[src/rtl/galaga_pkg.sv]
// galaga_pkg: shared VGA timing, object classes and slot layout for the sprite engine
package galaga_pkg;
  localparam int VGA_H_DISPLAY = 640;
  localparam int VGA_H_FRONT = 16;
  localparam int VGA_H_SYNC = 96;
  localparam int VGA_H_BACK = 48;
  localparam int VGA_V_DISPLAY = 480;
  localparam int VGA_V_FRONT = 10;
  localparam int VGA_V_SYNC = 2;
  localparam int VGA_V_BACK = 33;
  localparam int VGA_H_TOTAL = VGA_H_DISPLAY + VGA_H_FRONT + VGA_H_SYNC + VGA_H_BACK;
  localparam int VGA_V_TOTAL = VGA_V_DISPLAY + VGA_V_FRONT + VGA_V_SYNC + VGA_V_BACK;
  localparam int CLS_MAX_W = 8;
  typedef enum logic [2:0] {
    CLS_BG = 3'd0,
    CLS_PLAYER = 3'd1,
    CLS_PLAYER_BULLET = 3'd2,
    CLS_ENEMY = 3'd3,
    CLS_ENEMY_BULLET = 3'd4
  } obj_class_e;
  typedef struct packed {
    logic active;
    logic [CLS_MAX_W-1:0] cls;
    logic [9:0] x;
    logic [8:0] y;
    logic [5:0] w;
    logic [5:0] h;
  } obj_slot_t;
endpackage

[src/rtl/galaga_vga_timing.sv]
// galaga_vga_timing: raster counters, visible flag, raw syncs and vblank commit strobe
module galaga_vga_timing
  import galaga_pkg::*;
#(
  parameter int H_DISPLAY = VGA_H_DISPLAY,
  parameter int H_FRONT = VGA_H_FRONT,
  parameter int H_SYNC = VGA_H_SYNC,
  parameter int H_BACK = VGA_H_BACK,
  parameter int V_DISPLAY = VGA_V_DISPLAY,
  parameter int V_FRONT = VGA_V_FRONT,
  parameter int V_SYNC = VGA_V_SYNC,
  parameter int V_BACK = VGA_V_BACK
) (
  input  logic        i_Clk,
  input  logic        i_Rst,
  output logic [10:0] x,
  output logic [9:0]  y,
  output logic        visible,
  output logic        hsync_n,
  output logic        vsync_n,
  output logic        commit
);
  localparam int H_TOTAL = H_DISPLAY + H_FRONT + H_SYNC + H_BACK;
  localparam int V_TOTAL = V_DISPLAY + V_FRONT + V_SYNC + V_BACK;
  logic x_last;
  assign x_last = x == 11'(H_TOTAL - 1);
  always_ff @(posedge i_Clk) begin
    if (!i_Rst) begin
      x <= '0;
      y <= '0;
    end else begin
      x <= x_last ? '0 : x + 11'd1;
      if (x_last) y <= (y == 10'(V_TOTAL - 1)) ? '0 : y + 10'd1;
    end
  end
  assign visible = (x < 11'(H_DISPLAY)) && (y < 10'(V_DISPLAY));
  assign hsync_n = !((x >= 11'(H_DISPLAY + H_FRONT)) && (x < 11'(H_DISPLAY + H_FRONT + H_SYNC)));
  assign vsync_n = !((y >= 10'(V_DISPLAY + V_FRONT)) && (y < 10'(V_DISPLAY + V_FRONT + V_SYNC)));
  assign commit = (x == '0) && (y == 10'(V_DISPLAY));
endmodule

[src/rtl/galaga_sprite_engine.sv]
// galaga_sprite_engine: per-pixel object hit test with priority, collision tracking and vblank table commit
module galaga_sprite_engine
  import galaga_pkg::*;
#(
  parameter int N_OBJ = 16,
  parameter int CLASS_W = 3,
  parameter int H_DISPLAY = VGA_H_DISPLAY,
  parameter int H_FRONT = VGA_H_FRONT,
  parameter int H_SYNC = VGA_H_SYNC,
  parameter int H_BACK = VGA_H_BACK,
  parameter int V_DISPLAY = VGA_V_DISPLAY,
  parameter int V_FRONT = VGA_V_FRONT,
  parameter int V_SYNC = VGA_V_SYNC,
  parameter int V_BACK = VGA_V_BACK,
  localparam int IDX_W = $clog2(N_OBJ)
) (
  input  logic               i_Clk,
  input  logic               i_Rst,
  input  logic               i_WrEn,
  input  logic [IDX_W-1:0]   i_WrIdx,
  input  logic               i_WrActive,
  input  logic [CLASS_W-1:0] i_WrClass,
  input  logic [9:0]         i_WrX,
  input  logic [8:0]         i_WrY,
  input  logic [5:0]         i_WrW,
  input  logic [5:0]         i_WrH,
  output logic               o_HSync,
  output logic               o_VSync,
  output logic               o_De,
  output logic [CLASS_W-1:0] o_pixelState,
  output logic [IDX_W-1:0]   o_ObjIdx,
  output logic               o_Hit,
  output logic               o_Collide,
  output logic [N_OBJ-1:0]   o_CollideMask,
  output logic               o_FrameStart
);
  logic [10:0] x;
  logic [9:0] y;
  logic visible, hsync_n, vsync_n, commit;
  obj_slot_t shadow [N_OBJ];
  obj_slot_t live [N_OBJ];
  logic wr_ok;
  logic [N_OBJ-1:0] hit_d, hit1, acc;
  logic hs1, vs1, de1, commit1, multi;
  logic [IDX_W-1:0] win_idx;
  logic [CLS_MAX_W-1:0] win_cls;
  galaga_vga_timing #(
    .H_DISPLAY(H_DISPLAY), .H_FRONT(H_FRONT), .H_SYNC(H_SYNC), .H_BACK(H_BACK),
    .V_DISPLAY(V_DISPLAY), .V_FRONT(V_FRONT), .V_SYNC(V_SYNC), .V_BACK(V_BACK)
  ) u_timing (
    .i_Clk(i_Clk), .i_Rst(i_Rst), .x(x), .y(y), .visible(visible),
    .hsync_n(hsync_n), .vsync_n(vsync_n), .commit(commit)
  );
  assign wr_ok = i_WrEn && ({1'b0, i_WrIdx} < (IDX_W + 1)'(N_OBJ));
  always_ff @(posedge i_Clk) begin
    if (!i_Rst) begin
      shadow <= '{default: '0};
      live <= '{default: '0};
    end else begin
      if (wr_ok) shadow[i_WrIdx] <= '{active: i_WrActive, cls: CLS_MAX_W'(i_WrClass), x: i_WrX, y: i_WrY, w: i_WrW, h: i_WrH};
      if (commit) live <= shadow;
    end
  end
  always_comb begin
    hit_d = '0;
    for (int k = 0; k < N_OBJ; k++)
      hit_d[k] = live[k].active && visible &&
                 ({1'b0, live[k].x} <= x) && (x < {1'b0, live[k].x} + 11'(live[k].w)) &&
                 ({2'b0, live[k].y} <= {1'b0, y}) && ({1'b0, y} < {2'b0, live[k].y} + 11'(live[k].h));
  end
  always_comb begin
    win_idx = '0;
    for (int k = N_OBJ - 1; k >= 0; k--)
      if (hit1[k]) win_idx = IDX_W'(k);
  end
  assign win_cls = live[win_idx].cls;
  // clearing the lowest set bit leaves something only when two or more objects overlap
  assign multi = |(hit1 & (hit1 - N_OBJ'(1)));
  always_ff @(posedge i_Clk) begin
    if (!i_Rst) begin
      hit1 <= '0;
      hs1 <= 1'b1;
      vs1 <= 1'b1;
      de1 <= 1'b0;
      commit1 <= 1'b0;
      acc <= '0;
      o_HSync <= 1'b1;
      o_VSync <= 1'b1;
      o_De <= 1'b0;
      o_FrameStart <= 1'b0;
      o_Hit <= 1'b0;
      o_Collide <= 1'b0;
      o_ObjIdx <= '0;
      o_pixelState <= '0;
      o_CollideMask <= '0;
    end else begin
      hit1 <= hit_d;
      hs1 <= hsync_n;
      vs1 <= vsync_n;
      de1 <= visible;
      commit1 <= commit;
      o_HSync <= hs1;
      o_VSync <= vs1;
      o_De <= de1;
      o_FrameStart <= commit1;
      o_Hit <= |hit1;
      o_Collide <= multi;
      o_ObjIdx <= win_idx;
      o_pixelState <= |hit1 ? CLASS_W'(win_cls) : CLASS_W'(CLS_BG);
      acc <= commit ? '0 : multi ? acc | hit1 : acc;
      o_CollideMask <= commit ? acc : o_CollideMask;
    end
  end
endmodule
[config.mk]
export PLATFORM = sky130hd
export DESIGN_NAME = galaga_sprite_engine
export DESIGN_NICKNAME = d
export VERILOG_FILES = /design/src/rtl/galaga_pkg.sv /design/src/rtl/galaga_vga_timing.sv /design/src/rtl/galaga_sprite_engine.sv
export SDC_FILE = /design/constraint.sdc
export NUM_CORES = 2
export LEC_CHECK = 0
export CAP_MARGIN = 20
export CORE_UTILIZATION = 55
export CTS_CLUSTER_DIAMETER = 120
export DETAILED_ROUTE_END_ITERATION = 16
export MAX_ROUTING_LAYER = met4
export PLACE_DENSITY = 0.71
export REMOVE_ABC_BUFFERS = 1
export SLEW_MARGIN = 10
export SYNTH_ARGS = -nofsm -noshare
export SYNTH_HDL_FRONTEND = slang
export SYNTH_HIERARCHICAL = 1
export SYNTH_SLANG_ARGS = --single-unit
[constraint.sdc]
create_clock -name i_Clk -period 8.2 [get_ports i_Clk]
set_clock_uncertainty 0.2 [all_clocks]
set_input_delay 1.64 -clock i_Clk [delete_from_list [all_inputs] [get_ports i_Clk]]
set_output_delay 1.64 -clock i_Clk [all_outputs]
set_load 0.01 [all_outputs]
# After elaboration in Yosys (flattened, before gate mapping)
# Cells that the tools add are included.
[totals]
regBits = 1366
[op_classes]
addsub = 35
n_lt_le_gt_ge = 73
n_eq_ne = 3
muxes = 23
n_bitwise = 5
reduce_logical = 93
[ops]
columns = ["op", "n"]
rows = [
  ["640-bit bitwise mux", 1],
  ["10-bit by 6-bit adder with 11-bit output", 16],
  ["10-bit by 11-bit less-or-equal comparator with 1-bit output", 16],
  ["11-bit < comparator", 16],
  ["9-bit by 6-bit adder with 10-bit output", 16],
  ["40-bit binary-select mux with 4-bit select", 1],
  ["40-bit demux with 4-bit select", 1],
  ["9-bit by 10-bit less-or-equal comparator with 1-bit output", 16],
  ["10-bit < comparator", 16],
  ["1-bit logical AND", 85],
  ["34-bit 2-to-1 mux", 2],
  ["4-bit 2-to-1 mux", 16],
  ["40-bit 2-to-1 mux", 1],
  ["16-bit OR reduction", 2],
  ["11-bit by 10-bit < comparator with 1-bit output (second input constant)", 2],
  ["10-bit by 9-bit < comparator with 1-bit output (second input constant)", 2],
  ["16-bit bitwise AND", 1],
  ["16-bit bitwise OR", 1],
  ["16-bit by 1-bit subtractor with 16-bit output (second input constant)", 1],
  ["11-bit by 1-bit adder with 11-bit output (second input constant)", 1],
  ["11-bit by 10-bit == test with 1-bit output (second input constant)", 1],
  ["11-bit by 10-bit >= comparator with 1-bit output (second input constant)", 1],
  ["11-bit logical NOT", 1],
  ["10-bit by 1-bit adder with 10-bit output (second input constant)", 1],
  ["11 further kinds", 15],
]

# Depth between registers and ports, before layout
[depth]
ltp_word = 20
ltp_mapped = 17

# Hierarchy
# Netlist, hierarchy kept.
[by_module_without_submodules]
columns = ["module", "n_inst", "cells_per_inst", "area_per_inst_um2"]
rows = [
  ["galaga_sprite_engine", 1, 7202, 65744.3],
  ["galaga_vga_timing", 1, 131, 1058.5],
]

# Worst setup path before layout
# No wires, ideal clock.
[synth_timing]
path_type = "flip-flop to flip-flop"
from = "reg u_timing.x[5]"
to = "reg live[601] in the netlist's numbering"
arrival_ns = 3.146
setup_slack_ns = 4.738
path_stages_with_launch = 11
path_buffers = 5
path_cell_list = "dfxtp_1 -> or4_1 -> clkbuf_2 -> nor4_1 -> and3_1 -> clkbuf_1 -> clkbuf_1 -> buf_1 -> buf_1 -> mux2i_1 -> nor2b_1"
[synth_between]
elab_chain_cells = 2
[synth_rtl]
columns = ["item", "line", "source"]
rows = [
  ["from (decl)", "galaga_vga_timing.sv:16", "output logic [10:0] x,"],
  ["from (signal assigned)", "galaga_vga_timing.sv:32", "x <= x_last ? '0 : x + 11'd1;"],
  ["11-bit logical NOT", "galaga_vga_timing.sv:39", "assign commit = (x == '0) && (y == 10'(V_DISPLAY));"],
  ["1-bit logical AND", "galaga_vga_timing.sv:39", ""],
  ["net commit", "galaga_sprite_engine.sv:39", "logic visible, hsync_n, vsync_n, commit;"],
  ["to (signal assigned)", "galaga_sprite_engine.sv:61", "if (commit) live <= shadow;"],
  ["to (decl)", "galaga_sprite_engine.sv:41", "obj_slot_t live [N_OBJ];"],
]
# The timed path passes the listed nets, and every way through them passes these cells.
# A chain may end at the register's enable or synchronous reset.

# Worst setup path after layout
[layout_timing]
from = "reg live[366] in the netlist's numbering"
to = "reg hit1[6]"
[layout_between]
elab_chain_cells = 5
[layout_rtl]
columns = ["item", "line", "source"]
rows = [
  ["10-bit by 6-bit adder with 11-bit output", "galaga_sprite_engine.sv:68", "({1'b0, live[k].x} <= x) && (x < {1'b0, live[k].x} + 11'(live[k].w)) &&"],
  ["11-bit < comparator", "galaga_sprite_engine.sv:68", ""],
  ["1-bit logical AND (2 in series)", "galaga_sprite_engine.sv:68", ""],
  ["1-bit logical AND", "galaga_sprite_engine.sv:69", "({2'b0, live[k].y} <= {1'b0, y}) && ({1'b0, y} < {2'b0, live[k].y} + 11'(live[k].h));"],
  ["to (signal assigned)", "galaga_sprite_engine.sv:97", "hit1 <= hit_d;"],
  ["to (decl)", "galaga_sprite_engine.sv:43", "logic [N_OBJ-1:0] hit_d, hit1, acc;"],
]
# No other way between the ends.

==> results.sh <==
export IMPL_status="completed"
export IMPL_synthArstFlopShare_pct=0
export IMPL_hold_viol=0
export IMPL_dieHeight_um=351
export IMPL_grt_ovfl_total=0
export IMPL_slowest_stage="a221oi_1"
export IMPL_rsz0062_at_grt="no"
export IMPL_postLayoutCellArea_sq_um=73700
export IMPL_cp_slowest_stage_delay_ns=0.93
export IMPL_dp_slack_ns=3.48
export IMPL_via_count=52657
export IMPL_required_ns=8.66
export IMPL_min_delay_start="hs1$_SDFF_PN1_"
export IMPL_relSlewSlack_pct=8.15
export IMPL_rr_startpoint="live[366]$_SDFFE_PN0P_"
export IMPL_stdcell_count=8970
export IMPL_dpl_cell_area_sq_um=68900
export IMPL_antenna_found_initial=11
export IMPL_num_io_pins=71
export IMPL_design_die_area_sq_um=123000
export IMPL_cts_hold_buffers=0
export IMPL_period_needed_ns=4.69
export IMPL_start_util_pct=55.6
export IMPL_synth_top_family_by_area="simple AND/OR/NAND/NOR gates"
export IMPL_synth_area_sq_um=66800
export IMPL_finalPower_w=0.0129
export IMPL_cap_viol_max_count=0
export IMPL_report_final_slew_viol_count=0
export IMPL_crit_arrival_ns=5.16
export IMPL_synth_edf_count=0
export IMPL_drive_above_1_share_pct=5.64
export IMPL_p_seq_share_pct=45.7
export IMPL_ys_flop_type="dfxtp_1"
export IMPL_internal_power_w=0.00995
export IMPL_place_port_buffers=70
export IMPL_numCtsBuffers=136
export IMPL_syn_instance_count=7333
export IMPL_yosysTopAreaCellShare_pct=36.1
export IMPL_grt_max_degree=279
export IMPL_dp_cells=8718
export IMPL_synth_area_per_cell_sq_um=9.11
export IMPL_first_iter_violations=4598
export IMPL_yosysWarnings=6
export IMPL_finalWorstSetupSlack_ns=3.51
export IMPL_synth_area_top_cells="dfxtp_1 36%, ha_1 15%, mux2i_1 9.0%"
export IMPL_pwr_share_comb_pct=4.8
export IMPL_crit_path_cell_trace="ha_1 -> fa_1 -> a21o_1 -> a21oi_1 -> o21bai_1 -> a21oi_1 -> nor2_1 -> xnor2_1 -> ha_1 -> and3_1 -> a221oi_1 -> o311ai_0 -> nor4_1"
export IMPL_r2r_end="hit1[6]$_SDFF_PN0_"
export IMPL_fillers=10245
export IMPL_cts_resized=0
export IMPL_tightest_slew_ns=1.38
export IMPL_synth_cell_type_count=75
export IMPL_worstSetupEndpointType="flip-flop"
export IMPL_clk_latency_ns=0.77
export IMPL_synth_compound_area_share_pct=13.9
export IMPL_num_rows=127
export IMPL_p_switching_w=0.00300
export IMPL_area_delta_synth_final_pct=10.3
export IMPL_drc=0
export IMPL_track_usage_pct=33.5
export IMPL_critPathLaunchType="flip-flop"
export IMPL_peakVddDrop_v=0.000198
export IMPL_yosysSeqAreaShare_pct=36.1
export IMPL_final_nets=8127
export IMPL_cts_tree="done"
export IMPL_synth_adder_area_share_pct=16.0
export IMPL_crit_type="flip-flop to flip-flop"
export IMPL_synth_mux_area_share_pct=8.98
export IMPL_clk_pin_slew_ns=0.06
export IMPL_htreeDepth=4
export IMPL_hold_path_class="flip-flop to flip-flop"
export IMPL_whs_path_depth=1
export IMPL_wl_per_cell_um=22.5
export IMPL_r2r_slack_ns=3.51
export IMPL_fmax_mhz=213
export IMPL_cts_buffer_depth=3
export IMPL_cts_setup_buffers=0
export IMPL_tns_ns=0
export IMPL_wirelength_mm=202
export IMPL_core_sq_um=120000
export IMPL_grt_pass1_vias=49753
export IMPL_swShare_pct=23.1
export IMPL_clockPowerShare_pct=49.5
export IMPL_firstDrtPassIters=5
export IMPL_synth_simple_area_share_pct=18.5
export IMPL_p_per_area_nw_per_um2=176
export IMPL_ant_nets=0
export IMPL_worstRegToRegCells=13
export IMPL_leakagePower_nw=28.2
export IMPL_clock_sinks=1206
export IMPL_crit_fanout=3
export IMPL_cts_root_buf="clkbuf_16"
export IMPL_ys_seq_elements=1206
export IMPL_place_congestion=0.955
export IMPL_grt_pass1_wl_mm=303
export IMPL_synth_xor_area_share_pct=3.33
export IMPL_hpwl_mm=125
export IMPL_min_to="o_HSync$_SDFF_PN1_"
export IMPL_setup_viol=0
export IMPL_fp_dieW_um=351
export IMPL_vias_per_cell=5.87
export IMPL_yosysTopAreaCell="dfxtp_1"
export IMPL_finalCritPeriodShare_pct=57.2
==> final cells by class <==
type | count | area [sq um] | area share [%]
inverters | 161 | 604 | 0.820
well taps | 1612 | 2020 | 2.74
repair buffers | 164 | 1470 | 2.00
clock inverters | 56 | 759 | 1.03
diodes | 4 | 10.0 | 0.0136
clock buffers | 187 | 3910 | 5.31
multi-input cells | 5580 | 40800 | 55.3
flip-flops and latches | 1206 | 24100 | 32.8
==> synth_stat cells, types with 10 or more instances <==
cell,instances
xor2_1,164
a221oi_1,15
fa_1,32
nand4_1,86
dfxtp_1,1206
and3_1,11
or3_1,12
nand2_1,1252
a21oi_1,227
o21ai_0,118
ha_1,804
a22o_1,14
xnor2_1,90
o22ai_1,14
o21ai_1,10
nand2b_1,58
a21o_1,151
nand4bb_1,16
and4_1,11
o21bai_1,28
a21boi_0,388
nor3_1,57
nor2_1,176
a211oi_1,38
o22a_1,32
inv_1,161
nor2b_1,674
o21a_1,47
a21boi_1,174
o211ai_1,14
mux2i_1,599
or2_2,34
o2111ai_1,16
nor4_1,28
clkbuf_1,338
buf_1,43
nand3_1,109
==> routing by layer <==
metal / GRT usage, % / vias up / wire length [um]
li1: - / 25165 / -
met1: 45.1 / 25237 / 90300
met2: 50.4 / 1800 / 87400
met3: 5.28 / 455 / 15900
met4: 12.5 / 0 / 8160
met5: - / - / 0
==> cell families after synthesis <==
logic type,after synthesis
xor+xnor,254
simple gates,2555
buf+inv,547
mux,599
flops,1206
fa+ha+maj,838
compound gates,1334
==> sequential cells by signal, indices dropped and copies added (netlist names), 4 cells and up <==
register and cells:
acc 16, u_timing/x 11, hit1 16, shadow 560, live 560, o_ObjIdx 4
o_CollideMask 16, u_timing/y 10
==> how the worst max path moves through the flow <==
stage	startpoint	cells past startpoint	end	slack (ns)
finish	live[366]$_SDFFE_PN0P_	13	hit1[6]$_SDFF_PN0_	3.51
floorplan	u_timing/x[10]$_SDFF_PP0_	5	acc[0]$_SDFFE_PP0P_	-17.57
detailed placement	i_WrEn	6	shadow[262]$_SDFFE_PN0P_	3.48
global route	u_timing/y[8]$_SDFFE_PN0N_	6	acc[14]$_SDFFE_PP0P_	3.42
global placement	i_Rst	8	hit1[6]$_SDFF_PN0_	3.56
CTS	u_timing/y[8]$_SDFFE_PN0N_	6	acc[7]$_SDFFE_PP0P_	3.60
==> worst max-delay path: cells and delay by family, from the launching register on <==
family | cells | cell delay [ns]
flip-flops | 1 | 0.32
AO/OA/AOI/OAI | 6 | 2.42
adder cells (fa/ha/maj) | 3 | 0.88
AND/OR/NAND/NOR | 3 | 0.60
XOR/XNOR | 1 | 0.14
==> cells in the final DEF, fill, tap and decap left out, types with 26 or more instances in the layout <==
cell type and n:
nand2_1 1252, dfxtp_1 1202, ha_1 804, nor2b_1 674, mux2i_1 599, a21boi_0 388, a21oi_1 226, a21boi_1 174
xor2_1 164, nor2_1 164, inv_1 160, a21o_1 151, clkbuf_16 141, o21ai_0 118, nand3_1 103, xnor2_1 90
nand4_1 86, buf_4 80, nand2b_1 58, nor3_1 53, o21a_1 47, clkdlybuf4s50_1 40, a211oi_1 38, or2_2 34
o22a_1 32, fa_1 32, buf_2 29, o21bai_1 28, nor4_1 26
==> metrics by stage <==
stage / utilization, % / hold WS (ns)
after CTS: 61.2 / 0.214
after detailed placement: 57.3 / 0.200
after floorplan: - / 0.186
final: 61.3 / 0.210
after global placement: 57.3 / 0.195
after global routing: 61.3 / 0.231
==> power groups by stage <==
stage / logic (W) / registers (W) / clock network, W
finish: 0.000618 / 0.00592 / 0.00641
global route: 0.000647 / 0.00592 / 0.00671
CTS: 0.000599 / 0.00592 / 0.00648
detailed placement: 0.000597 / 0.00605 / 0
global placement: 0.000588 / 0.00605 / 0
floorplan: 0.000256 / 0.00604 / 0
Power figures use the tool's default switching activity.
